==> config.mk <==
export PLATFORM = sky130hd
export DESIGN_NAME = input_turn_queue
export DESIGN_NICKNAME = d
export VERILOG_FILES = /design/src/rtl/input_turn_queue.sv
export SDC_FILE = /design/constraint.sdc
export NUM_CORES = 1
export LEC_CHECK = 0
export CAP_MARGIN = 20
export CORE_MARGIN = 4
export CORE_UTILIZATION = 30
export DETAILED_ROUTE_END_ITERATION = 7
export GPL_TIMING_DRIVEN = 0
export SLEW_MARGIN = 15
export SYNTH_ARGS = -nofsm -noshare
export SYNTH_HDL_FRONTEND = slang
export SYNTH_SLANG_ARGS = --single-unit
==> constraint.sdc <==
create_clock -name clk -period 8.4 [get_ports clk]
set_input_delay 1.68 -clock clk [delete_from_list [all_inputs] [get_ports clk]]
set_output_delay 1.68 -clock clk [all_outputs]
set_load 0.01 [all_outputs]
==> src/rtl/input_turn_queue.sv <==
// Direction button front end: synchronise and debounce four active-low buttons,
// turn presses into single events, and queue accepted turns for the game tick.
module input_turn_queue #(
  parameter int         DEB_CYCLES = 250000,
  parameter int         QDEPTH     = 4,
  parameter logic [1:0] INIT_DIR   = 2'd3
) (
  input  logic                         clk,
  input  logic                         rst,
  input  logic [3:0]                   btn_n,
  input  logic                         tick,
  output logic [1:0]                   dir,
  output logic [$clog2(QDEPTH+1)-1:0]  q_count,
  output logic [3:0]                   btn_state,
  output logic                         reject
);

  localparam int DW = $clog2(DEB_CYCLES);
  localparam int CW = $clog2(QDEPTH + 1);
  localparam int PW = $clog2(QDEPTH);
  localparam logic [DW-1:0] DEB_MAX = DW'(DEB_CYCLES - 1);
  localparam logic [CW-1:0] Q_FULL  = CW'(QDEPTH);
  localparam logic [PW-1:0] PTR_MAX = PW'(QDEPTH - 1);

  // Per-button synchroniser and debouncer; the stable level is kept active-low
  // so it can be compared directly against the synchronised input.
  generate
    for (genvar gi = 0; gi < 4; gi++) begin : g_btn
      logic          sync1_reg;
      logic          sync2_reg;
      logic          stable_n_reg;
      logic [DW-1:0] cnt_reg;

      always_ff @(posedge clk) begin
        if (rst) begin
          sync1_reg    <= 1'b1;
          sync2_reg    <= 1'b1;
          stable_n_reg <= 1'b1;
          cnt_reg      <= '0;
        end else begin
          sync1_reg <= btn_n[gi];
          sync2_reg <= sync1_reg;
          if (sync2_reg == stable_n_reg) begin
            cnt_reg <= '0;
          end else if (cnt_reg == DEB_MAX) begin
            stable_n_reg <= ~stable_n_reg;
            cnt_reg      <= '0;
          end else begin
            cnt_reg <= cnt_reg + 1'b1;
          end
        end
      end

      assign btn_state[gi] = ~stable_n_reg;
    end
  endgenerate

  logic [3:0]    pressed_d_reg;
  logic [3:0]    evt;
  logic [1:0]    dir_reg;
  logic [CW-1:0] count_reg;
  logic [PW-1:0] rd_ptr_reg;
  logic [PW-1:0] wr_ptr_reg;
  logic          reject_reg;
  logic [1:0]    mem [QDEPTH];

  logic          win_valid;
  logic [1:0]    win_dir;
  logic          lose;
  logic [PW-1:0] tail_ptr;
  logic [1:0]    ref_dir;
  logic          full;
  logic          pop;
  logic          push;
  logic          reject_next;

  function automatic logic [PW-1:0] ptr_inc(input logic [PW-1:0] p);
    return (p == PTR_MAX) ? '0 : p + 1'b1;
  endfunction

  assign evt      = btn_state & ~pressed_d_reg;
  assign tail_ptr = (wr_ptr_reg == '0) ? PTR_MAX : wr_ptr_reg - 1'b1;
  assign ref_dir  = (count_reg != '0) ? mem[tail_ptr] : dir_reg;
  assign full     = (count_reg == Q_FULL);
  assign pop      = tick && (count_reg != '0);

  // Lowest index wins (UP > LEFT > DOWN > RIGHT); every other event is a loser.
  always_comb begin
    win_valid = 1'b0;
    win_dir   = 2'd0;
    lose      = 1'b0;
    for (int i = 0; i < 4; i++) begin
      if (evt[i]) begin
        if (!win_valid) begin
          win_valid = 1'b1;
          win_dir   = 2'(i);
        end else begin
          lose = 1'b1;
        end
      end
    end
  end

  // Opposite directions differ only in bit 1 (UP/DOWN = 0/2, LEFT/RIGHT = 1/3).
  always_comb begin
    push        = 1'b0;
    reject_next = lose;
    if (win_valid && (win_dir != ref_dir)) begin
      if ((win_dir ^ ref_dir) == 2'd2) begin
        reject_next = 1'b1;
      end else if (full && !pop) begin
        reject_next = 1'b1;
      end else begin
        push = 1'b1;
      end
    end
  end

  always_ff @(posedge clk) begin
    if (rst) begin
      pressed_d_reg <= '0;
      dir_reg       <= INIT_DIR;
      count_reg     <= '0;
      rd_ptr_reg    <= '0;
      wr_ptr_reg    <= '0;
      reject_reg    <= 1'b0;
    end else begin
      pressed_d_reg <= btn_state;
      reject_reg    <= reject_next;
      if (pop) begin
        dir_reg    <= mem[rd_ptr_reg];
        rd_ptr_reg <= ptr_inc(rd_ptr_reg);
      end
      if (push) begin
        wr_ptr_reg <= ptr_inc(wr_ptr_reg);
      end
      case ({push, pop})
        2'b10:   count_reg <= count_reg + 1'b1;
        2'b01:   count_reg <= count_reg - 1'b1;
        default: count_reg <= count_reg;
      endcase
    end
  end

  always_ff @(posedge clk) begin
    if (push) begin
      mem[wr_ptr_reg] <= win_dir;
    end
  end

  assign dir     = dir_reg;
  assign q_count = count_reg;
  assign reject  = reject_reg;

endmodule

==> impl_results.md, run 1 <==
* Status: finished, final reports clean
* # fillers at 1489
* CTS tree: done
* Synthesis warning total at 0
* Dpl cell area at 4970 µm²
* Final Hold Fails at 0
* Ant diodes at 0
* Flops & latches, synth at 106
* Final setup TNS at 0 ns
* Skew-Pair Late Insertion Delay at 0.35 ns
* Peak supply drop at 0.109 mV
* Clock Skew at 0.00427 ns
* # rows at 44
* CP Class: in -> reg
* Min-delay worst type: reg -> reg
* Starting Density at 0.311
* Port Buffers at 16
* DIE AREA at 17300 µm²
* Area leader, netlist: dfxtp_1
* CP Launch Type: input port
* Fin worst setup slack at 4.56 ns
* Layout Cells excl Fill at 710
* DRC viols at 0
* Synth Flop Type: dfxtp_1
* Fin crit share at 0.457
* CP arrival at 4.12 ns
* Dpl ws at 4.19 ns
* CTS Sinks at 106
* Hold path cells at 1
* DRT iter0 DRCs at 119
* Pre-antenna DRT Iters at 6
* Max reg flops at 72
* Detailed placement HPWL at 6040 µm
* Clock tree buffer depth at 2
* Slew @ Worst Pin at 0.662 ns
* Pins Over Slew Limit at 0
* Post-synth top area share at 0.428
* IO Count at 17
* Max frequency at 260 MHz
* Top post-synthesis cells by area: dfxtp_1 (43%), xor2_1 (8.4%), nor2_1 (7.8%)
* Nets at 539
* Post-synth ARST share at 0
* Post-synth net total at 512
* Post-synthesis cell area at 4580 µm²
* CTS Hold Buffers Added at 0
* Largest net degree at the start of global routing at 17
* Max_cap viols at 0
* Final wirelength at 8260 µm
* Worst Reg-to-Reg Cells at 14
* Postcts setup bufs at 0
* PwrDens at 177 nW/µm²
* Syn-to-layout area delta at 14.9%
* Overall Global Routing Usage at 0.0988
* Post-synth EDFFs at 8
* Die height at 132 µm
* Cell variety after synth at 44
* Root Buffer Master: clkbuf_16
* H-tree depth at 3
* Final ANT Viol Nets at 0
* Initial antenna violation count at 0
* Placed cell count at 694
* Vias/cell at 4.65
* RSZ-0062 raised after global routing: no
* Final Cell Area at 5260 µm²
* Commonest cells after routing, fill and taps aside: dfxtp_1 (98), nor2_1 (95), xor2_1 (44), nand2_1 (40), nand3_1 (32)
* Critical Path End Type: flip-flop
* Vias in the first global route at 3202
* GRT overflow at 0
* Post_cts resized at 0
* Layout cells sized above 1 at 0.0837
* Syn avg cell area at 9.28 µm²
* Seq/Total Area, Yosys at 0.481
* Overall power at 934 µW
* Synth Instances at 494
* First-pass GRT wire length at 14300 µm
* Commonest non-fill, non-tap cell in the layout: dfxtp_1
* Largest fanout on the critical path at 3
* Num CTS Buffers at 9
* Worst Hold Slack at 0.409 ns
* Worst rel slew slack at 0.552
* Final min period at 3.84 ns
* Pleak at 1.81 nW
* Wire per inst at 11.6 µm
* Die X at 132 µm
* Core ar. at 14800 µm²
* Reg clk slew, reported paths at 0.07 ns
* Worst Path Required at 8.68 ns
* Final Util at 0.357
* Routability cong. at 0.819
* Final setup violation count at 0
* Vias at 3301
## worst paths after layout
check / from / to / slack [ns]
worst min-delay path: g_btn[0].sync1_reg$_SDFF_PP1_ / g_btn[0].sync2_reg$_SDFF_PP1_ / 0.41
worst max-delay path: tick / q_count[2]$_SDFFE_PP0P_ / 4.56
worst min register to register: g_btn[0].sync1_reg$_SDFF_PP1_ / g_btn[0].sync2_reg$_SDFF_PP1_ / 0.41
worst max register to register: wr_ptr_reg[0]$_SDFFE_PP0P_ / q_count[2]$_SDFFE_PP0P_ / 5.06
## report_power, final
group          switching (mW)  internal, mW
sequential            0.00111         0.510
combinational         0.00697       0.00602
clock                   0.184         0.226
total                   0.192         0.742
## metal layers
layer | share of wire | up-vias | GRT usage | routed length (µm)
li1 | - | 1720 | - | -
met1 | 0.49 | 1533 | 0.120 | 4030
met2 | 0.46 | 34 | 0.164 | 3810
met3 | 0.026 | 14 | 0.0218 | 211
met4 | 0.024 | 0 | 0.0525 | 198
met5 | 0 | - | 0 | 0
## area by class of cell
class | count | area (µm²) | area share
Clock buffer | 13 | 270 | 0.0513
Inverter | 18 | 67.6 | 0.0128
Multi-Input combinational cell | 358 | 2240 | 0.426
Timing Repair Buffer | 16 | 160 | 0.0304
Clock inverter | 3 | 21.3 | 0.00404
Tap cell | 184 | 230 | 0.0437
Buffer | 12 | 71.3 | 0.0135
Sequential cell | 106 | 2200 | 0.418
## cell usage after synthesis (all sizes together), types with 2 or more instances
cell type  count
xnor2         23
xor2          45
or4b           2
buf            8
dfxtp         98
nand4         11
and4           2
mux2i          3
mux4           4
or3            6
inv           18
a21oi         10
nor4b          3
nand3         33
nor2b          2
o22ai          2
o21ai          7
nand2         40
or2           11
clkbuf         4
and3          19
edfxtp         8
nor4           6
nand3b         2
nor2          96
o31ai          3
ha            10
nor3          11
o211ai         3
## critical path: stages
cell             delay [ns]
clkdlybuf4s50_1        0.43
nor4b_1                0.58
nor3_2                 0.13
inv_1                  0.09
ha_1                   0.18
inv_1                  0.06
fa_1                   0.37
xor2_1                 0.16
or3_1                  0.30
a21oi_1                0.13
## cell families (layout without fill, tap and decap cells)
group	after synthesis	in the layout	share of synthesized area
and+or+nand+nor	245	245	0.261
xor gates and xnor gates	68	68	0.132
AOI/OAI and AO/OA	27	27	0.0352
adders and majority gates	11	11	0.0317
DFF	106	106	0.481
buffers and inverters	30	62	0.0303
muxes	7	7	0.0298
Power figures use the tool's default switching activity.
==> run 2, diff against run 1 <==
Clock period 8.4 ns to 3.1 ns, I/O delays scaled along.
==> run 2 against run 1 <==
Die area stayed put. Total power grew to 2.7 times the previous value. Final area up 1.4%. Setup slack got worse by 4.5 ns. Cell count increased by 0.85%. Sequential share of layout area is 0.48 points lower. Sequential power increased to 2.7 times the previous value. Critical path depth grew 4. Largest cell class unchanged.
==> impl_results.md, run 2 (synthesis results as in run 1) <==
* Min-delay worst type: reg -> reg (unchanged)
* FF-to-FF Start: wr_ptr_reg[0]$_SDFFE_PP0P_ (unchanged)
* Final Util at 0.362 (was 0.357)
* Commonest cells after routing, fill and taps aside: dfxtp_1 (96), nor2_1 (95), xor2_1 (44), nand2_1 (40), nand3_1 (32) (was dfxtp_1 (98), nor2_1 (95), xor2_1 (44), nand2_1 (40), nand3_1 (32))
* Final wirelength at 8410 µm (was 8260 µm)
* DRT iter0 DRCs at 114 (was 119)
* Final setup violation count at 0 (unchanged)
* Buf+Inv Stages, Crit Path at 3 (unchanged)
* Reg-to-Reg End: q_count[2]$_SDFFE_PP0P_ (unchanged)
* Dpl ws at -0.212 ns (was 4.19 ns)
* Hold path cells at 1 (unchanged)
* Final setup TNS at 0 ns (unchanged)
* R2R Setup Slk at 0.02 ns (was 5.06 ns)
* Max frequency at 325 MHz
* Routability cong. at 0.819 (unchanged)
* Slew @ Worst Pin at 0.667 ns (was 0.662 ns)
* Seq pwr share at 0.546 (was 0.547)
* Commonest non-fill, non-tap cell in the layout: dfxtp_1 (unchanged)
* DIE AREA at 17300 µm² (unchanged)
* Fin worst setup slack at 0.0225 ns (was 4.56 ns)
* Largest fanout on the critical path at 4 (was 3)
* Num CTS Buffers at 9 (unchanged)
* CTS Hold Buffers Added at 0 (unchanged)
* Skew-Pair Late Insertion Delay at 0.35 ns (about the same)
* GRT overflow at 0 (unchanged)
* CP Class: reg -> reg (was in -> reg)
* Overall Global Routing Usage at 0.0996 (was 0.0988)
* Worst Reg-to-Reg Cells at 14 (unchanged)
* Pint at 2.01 mW (was 742 µW)
* Overall power at 2.53 mW (was 934 µW)
* Placed cell count at 694 (unchanged)
* Peak supply drop at 0.298 mV (was 0.109 mV)
* Max reg flops at 72 (unchanged)
* # rows at 44 (unchanged)
* Pins Over Slew Limit at 0 (unchanged)
* CP Launch Type: flip-flop (was input port)
* RSZ-0062 raised after global routing: yes (was no)
* Core ar. at 14800 µm² (unchanged)
* Fin crit share at 0.993
* Clock Power Share at 0.440 (was 0.439)
* Syn-to-layout area delta at 16.5% (was 14.9%)
* PwrDens at 475 nW/µm² (was 177 nW/µm²)
* CP top delay family: multiplexers (was simple AND/OR/NAND/NOR gates)
* Root Buffer Master: clkbuf_16 (unchanged)
* Layout Cells excl Fill at 716 (was 710)
* Status: finished, final reports clean (unchanged)
* HP Start: g_btn[0].sync1_reg$_SDFF_PP1_ (unchanged)
* Vias/cell at 4.66 (was 4.65)
* Worst rel slew slack at 0.549 (was 0.552)
* End of the worst hold path: g_btn[0].sync2_reg$_SDFF_PP1_ (unchanged)
* CP arrival at 3.36 ns (was 4.12 ns)
* Final min period at 3.08 ns
* Initial antenna violation count at 0 (unchanged)
* H-tree depth at 3 (unchanged)
* Port Buffers at 16 (unchanged)
* Final ANT Viol Nets at 0 (unchanged)
* CP cell instances: inv_4 -> ha_4 -> nor2b_4 -> mux4_2 -> mux2i_4 -> xor2_2 -> nor3_2 -> inv_1 -> ha_2 -> inv_2 -> fa_2 -> xor2_1 -> or3_1 -> a21oi_2 (was clkdlybuf4s50_1 -> nor4b_1 -> nor3_2 -> inv_1 -> ha_1 -> inv_1 -> fa_1 -> xor2_1 -> or3_1 -> a21oi_1)
* Die height at 132 µm (unchanged)
* Final Hold Fails at 0 (unchanged)
* Detailed placement HPWL at 6040 µm (unchanged)
* Layout cells sized above 1 at 0.111 (was 0.0837)
* Switching part of the total at 0.207 (was 0.206)
* Pleak at 1.85 nW (was 1.81 nW)
* Largest net degree at the start of global routing at 17 (unchanged)
* Starting Density at 0.311 (unchanged)
* Reg clk slew, reported paths at 0.07 ns (about the same)
* Vias in the first global route at 3219 (was 3202)
* Clock Skew at 0.00503 ns (was 0.00427 ns)
* Pre-antenna DRT Iters at 6 (unchanged)
* Net Switching at 525 µW (was 192 µW)
* # fillers at 1486 (was 1489)
* Combinational share of power at 0.014 (about the same)
* Wire per inst at 11.7 µm (was 11.6 µm)
* Max_cap viols at 0 (unchanged)
* Ant diodes at 0 (unchanged)
* Die X at 132 µm (unchanged)
* Nets at 545 (was 539)
* Critical Path End Type: flip-flop (unchanged)
* DRC viols at 0 (unchanged)
* CTS Sinks at 106 (unchanged)
* IO Count at 17 (unchanged)
* Clock tree buffer depth at 2 (unchanged)
* First-pass GRT wire length at 14400 µm (was 14300 µm)
* Worst Path Required at 3.39 ns (was 8.68 ns)
* Vias at 3340 (was 3301)
* Crit path largest cell delay at 0.54 ns (was 0.58 ns)
* Crit-path slowest cell: mux4_2 (was nor4b_1)
* CTS tree: done (unchanged)
==> run 2: cell types whose count changed in the layout (fill, tap and decap cells not counted), sizes merged <==
cell,before,now
buf,8,14
==> run 2: area by class of cell <==
| type | count | area (µm²) | area share |
|---|---|---|---|
| clock buffer | 13 | 270 | 0.0506 |
| multi-input combinational | 358 | 2260 | 0.424 |
| tap | 184 | 230 | 0.0431 |
| timing repair buffer | 22 | 205 | 0.0384 |
| inverter | 18 | 70.1 | 0.0131 |
| buffer | 12 | 71.3 | 0.0134 |
| clock inverter | 3 | 21.3 | 0.00398 |
| sequential | 106 | 2210 | 0.414 |
==> run 2: per-stage QoR <==
step	hold WS (ns)	instance area (µm²)
4_1_cts	0.409	5310
3_3_place_gp	0.396	4970
5_1_grt	0.423	5340
3_5_place_dp	0.393	4970
6_report	0.409	5340
2_1_floorplan	0.389	4580
==> run 2: repair_timing <==
| action | 4_1_cts | 5_1_grt |
|---|---|---|
| gates resized for setup | 8 | 4 |
| pin swaps | 2 | 3 |
| buffers inserted | 3 | 3 |
| setup endpoints to repair | 2 | 1 |
==> run 2: power by group through the flow <==
stage,Sequential [mW],Clock (mW),Combinational [mW]
after detailed placement,1.42,0,0.0358
after global placement,1.42,0,0.0355
after floorplan,1.42,0,0.0210
final,1.38,1.12,0.0354
after global routing,1.38,1.19,0.0395
after CTS,1.38,1.14,0.0359
==> run 2: routing by layer <==
layer | vias up | GRT usage | share of wire
li1 | 1733 | - | -
met1 | 1561 | 0.120 | 0.48
met2 | 32 | 0.167 | 0.47
met3 | 14 | 0.0218 | 0.029
met4 | 0 | 0.0525 | 0.023
met5 | - | 0 | 0
==> run 2: worst max-delay path by stage <==
stage,startpoint,endpoint,slack (ns),cells past startpoint
6_report,wr_ptr_reg[0]$_SDFFE_PP0P_,q_count[2]$_SDFFE_PP0P_,0.02,14
5_1_grt,wr_ptr_reg[0]$_SDFFE_PP0P_,q_count[2]$_SDFFE_PP0P_,-0.08,14
4_1_cts,wr_ptr_reg[0]$_SDFFE_PP0P_,q_count[2]$_SDFFE_PP0P_,0.004,14
3_5_place_dp,wr_ptr_reg[0]$_SDFFE_PP0P_,q_count[2]$_SDFFE_PP0P_,-0.21,14
3_3_place_gp,wr_ptr_reg[0]$_SDFFE_PP0P_,q_count[2]$_SDFFE_PP0P_,-0.12,14
2_1_floorplan,wr_ptr_reg[0]$_SDFFE_PP0P_,q_count[2]$_SDFFE_PP0P_,0.05,14
==> run 3, diff against run 2 <==
Settings changed: CAP_MARGIN 20 to 15, CELL_PAD_IN_SITES_DETAIL_PLACEMENT from default to 2, CELL_PAD_IN_SITES_GLOBAL_PLACEMENT from default to 2, PLACE_DENSITY_LB_ADDON from default to 0.1.
==> run 3 against run 2 <==
The run now ends with setup timing left. Sequential power hardly changed. Critical path depth unchanged. Worst hold slack gained 0.0052 ns. Cell count up 0.84%. Combinational power grew 6.5%. Non-clock buffer count grew 6. Global-route usage rose by 3.1 points. Count of clock-buffer cells in the layout fell by 1. Core utilization increased by 0.80 points. Sequential share of layout area decreased by 0.89 points. Via count increased by 4.6%. Die area is the same.
==> impl_results.md, run 3 (synthesis results as in run 1) <==
* Vias in the first global route at 3728 (was 3219)
* Routability cong. at 0.712 (was 0.819)
* Min-delay worst type: reg -> reg (unchanged)
* Max reg flops at 72 (unchanged)
* Met3 routed wirelength at 288 µm (was 242 µm)
* Vias/cell at 4.84 (was 4.66)
* Final Cell Area at 5460 µm² (was 5340 µm²)
* Fin worst setup slack at -0.0135 ns (was 0.0225 ns)
* Nets at 551 (was 545)
* DIE AREA at 17300 µm² (unchanged)
* Skew-Pair Late Insertion Delay at 0.35 ns (about the same)
* Fin crit share at 1.00 (was 0.993)
* Critical Path End Type: flip-flop (unchanged)
* Largest net degree at the start of global routing at 17 (unchanged)
* Max frequency at 321 MHz (was 325 MHz)
* H-tree depth at 3 (unchanged)
* CP arrival at 3.39 ns (was 3.36 ns)
* RSZ-0062 raised after global routing: yes (unchanged)
* Worst Reg-to-Reg Cells at 14 (unchanged)
* Final setup violation count at 1 (was 0)
* Dpl cell area at 4970 µm² (unchanged)
* GRT overflow at 0 (unchanged)
* Overall power at 2.77 mW (was 2.53 mW)
* Peak supply drop at 0.290 mV (was 0.298 mV)
* CTS Sinks at 106 (unchanged)
* Switching part of the total at 0.195 (was 0.207)
* Ant diodes at 0 (unchanged)
* Die height at 132 µm (unchanged)
* Clock Power Share at 0.487 (was 0.440)
* Commonest cells after routing, fill and taps aside: dfxtp_1 (96), nor2_1 (94), xor2_1 (44), nand2_1 (40), nand3_1 (32) (was dfxtp_1 (96), nor2_1 (95), xor2_1 (44), nand2_1 (40), nand3_1 (32))
* Worst rel slew slack at 0.302 (was 0.549)
* Pins Over Slew Limit at 0 (unchanged)
* Status: complete, but fails checks (was finished, final reports clean)
* Reg clk slew, reported paths at 0.07 ns (about the same)
* Pleak at 1.92 nW (was 1.85 nW)
* Root Buffer Master: clkbuf_16 (unchanged)
* Final Util at 0.370 (was 0.362)
* Port Buffers at 16 (unchanged)
* Combinational share of power at 0.014 (about the same)
* Largest fanout on the critical path at 3 (was 4)
* DR top layer: met4 (unchanged)
* Worst Path Required at 3.38 ns (was 3.39 ns)
* Final wirelength at 10800 µm (was 8410 µm)
* DRC viols at 0 (unchanged)
* Worst Hold Slack at 0.414 ns (was 0.409 ns)
* R2R Setup Slk at -0.01 ns (was 0.02 ns)
* Hold path cells at 1 (unchanged)
* Initial antenna violation count at 0 (unchanged)
* Final Hold Fails at 0 (unchanged)
* Final ANT Viol Nets at 0 (unchanged)
* Layout cells sized above 1 at 0.123 (was 0.111)
* Wire per inst at 14.9 µm (was 11.7 µm)
* Net Switching at 540 µW (was 525 µW)
* Met2 wire length at 5340 µm (was 3910 µm)
* Detailed placement HPWL at 7630 µm (was 6040 µm)
* FF-to-FF Start: wr_ptr_reg[0]$_SDFFE_PP0P_ (unchanged)
* Commonest non-fill, non-tap cell in the layout: dfxtp_1 (unchanged)
* Syn-to-layout area delta at 19.1% (was 16.5%)
* Clock tree buffer depth at 2 (unchanged)
* Starting Density at 0.311 (unchanged)
* Die X at 132 µm (unchanged)
* CP Launch Type: flip-flop (unchanged)
* Slew @ Worst Pin at 1.03 ns (was 0.667 ns)
* Vias at 3492 (was 3340)
* Seq pwr share at 0.499 (was 0.546)
* CTS tree: done (unchanged)
* Pint at 2.23 mW (was 2.01 mW)
* IO Count at 17 (unchanged)
* # rows at 44 (unchanged)
* Max_cap viols at 0 (unchanged)
* Reg-to-Reg End: q_count[2]$_SDFFE_PP0P_ (unchanged)
* Core ar. at 14800 µm² (unchanged)
* PwrDens at 508 nW/µm² (was 475 nW/µm²)
* Overall Global Routing Usage at 0.130 (was 0.0996)
* Clock Skew at 0.00489 ns (was 0.00503 ns)
* HP Start: g_btn[1].sync1_reg$_SDFF_PP1_ (was g_btn[0].sync1_reg$_SDFF_PP1_)
* M1 WL at 5060 µm (was 4060 µm)
* End of the worst hold path: g_btn[1].sync2_reg$_SDFF_PP1_ (was g_btn[0].sync2_reg$_SDFF_PP1_)
* CP Class: reg -> reg (unchanged)
* Final setup TNS at -0.0135 ns (was 0 ns)
* CTS Hold Buffers Added at 0 (unchanged)
* Pre-antenna DRT Iters at 4 (was 6)
* Final min period at 3.11 ns (was 3.08 ns)
* Num CTS Buffers at 9 (unchanged)
* First-pass GRT wire length at 18400 µm (was 14400 µm)
* Violated checks: setup timing
* DRT iter0 DRCs at 88 (was 114)
-- run 3: changes by cell type in the layout (fill, tap and decap cells not counted), sizes merged --
cell	before	now
buf	14	20
bufinv	0	3
clkbuf	17	16
clkinvlp	2	0
-- run 3: layer usage --
metal / track usage / vias up
met5: 0 / -
met4: 0.0315 / 0
met3: 0.0401 / 6
met2: 0.220 / 26
met1: 0.163 / 1715
li1: - / 1745
-- run 3: worst max-delay path, cell delays in order (launching register included) --
cell,delay [ns]
dfxtp_4,0.37
inv_4,0.04
ha_4,0.16
nor2b_4,0.13
mux4_2,0.55
mux2i_4,0.21
xor2_2,0.25
nor3_4,0.06
inv_1,0.11
ha_2,0.18
inv_2,0.04
fa_2,0.32
xor2_1,0.16
or3_1,0.32
a21oi_1,0.13
-- run 3: power by group through the flow --
stage          clock network, mW  logic [mW]  registers [mW]
3_3_place_gp                   0      0.0389            1.42
6_report                    1.35      0.0377            1.38
2_1_floorplan                  0      0.0210            1.42
3_5_place_dp                   0      0.0396            1.42
5_1_grt                     1.47      0.0429            1.38
4_1_cts                     1.41      0.0398            1.38
-- run 3: worst max path at each step --
stage / startpoint / end / slack, ns / cells after the start
2_1_floorplan: wr_ptr_reg[0]$_SDFFE_PP0P_ / q_count[2]$_SDFFE_PP0P_ / 0.05 / 14
5_1_grt: wr_ptr_reg[1]$_SDFFE_PP0P_ / q_count[2]$_SDFFE_PP0P_ / -0.14 / 14
3_3_place_gp: wr_ptr_reg[0]$_SDFFE_PP0P_ / q_count[2]$_SDFFE_PP0P_ / -0.18 / 14
3_5_place_dp: wr_ptr_reg[0]$_SDFFE_PP0P_ / q_count[2]$_SDFFE_PP0P_ / -0.32 / 14
4_1_cts: wr_ptr_reg[0]$_SDFFE_PP0P_ / q_count[2]$_SDFFE_PP0P_ / -0.006 / 14
6_report: wr_ptr_reg[0]$_SDFFE_PP0P_ / q_count[2]$_SDFFE_PP0P_ / -0.01 / 14
-- run 3: what timing repair did --
action	CTS	global route
pin swaps	4	1
setup endpoints to repair	2	2
gates resized for setup	12	3
setup buffers	6	6
-- run 3: final cells by class --
cell class,instances,area (µm²)
fillers,1598,9300
multi-input cells,358,2270
flip-flops and latches,106,2210
clock buffers,12,256
repair buffers,28,250
well taps,184,230
clock inverters,4,96.3
inverters,18,72.6
plain buffers,12,71.3
-- run 3: through the flow --
step	cells	worst slack (ns)
after floorplan	494	0.0460
after global placement	694	-0.185
after detailed placement	694	-0.320
after CTS	716	-0.00609
after global routing	722	-0.144
final	722	-0.0135
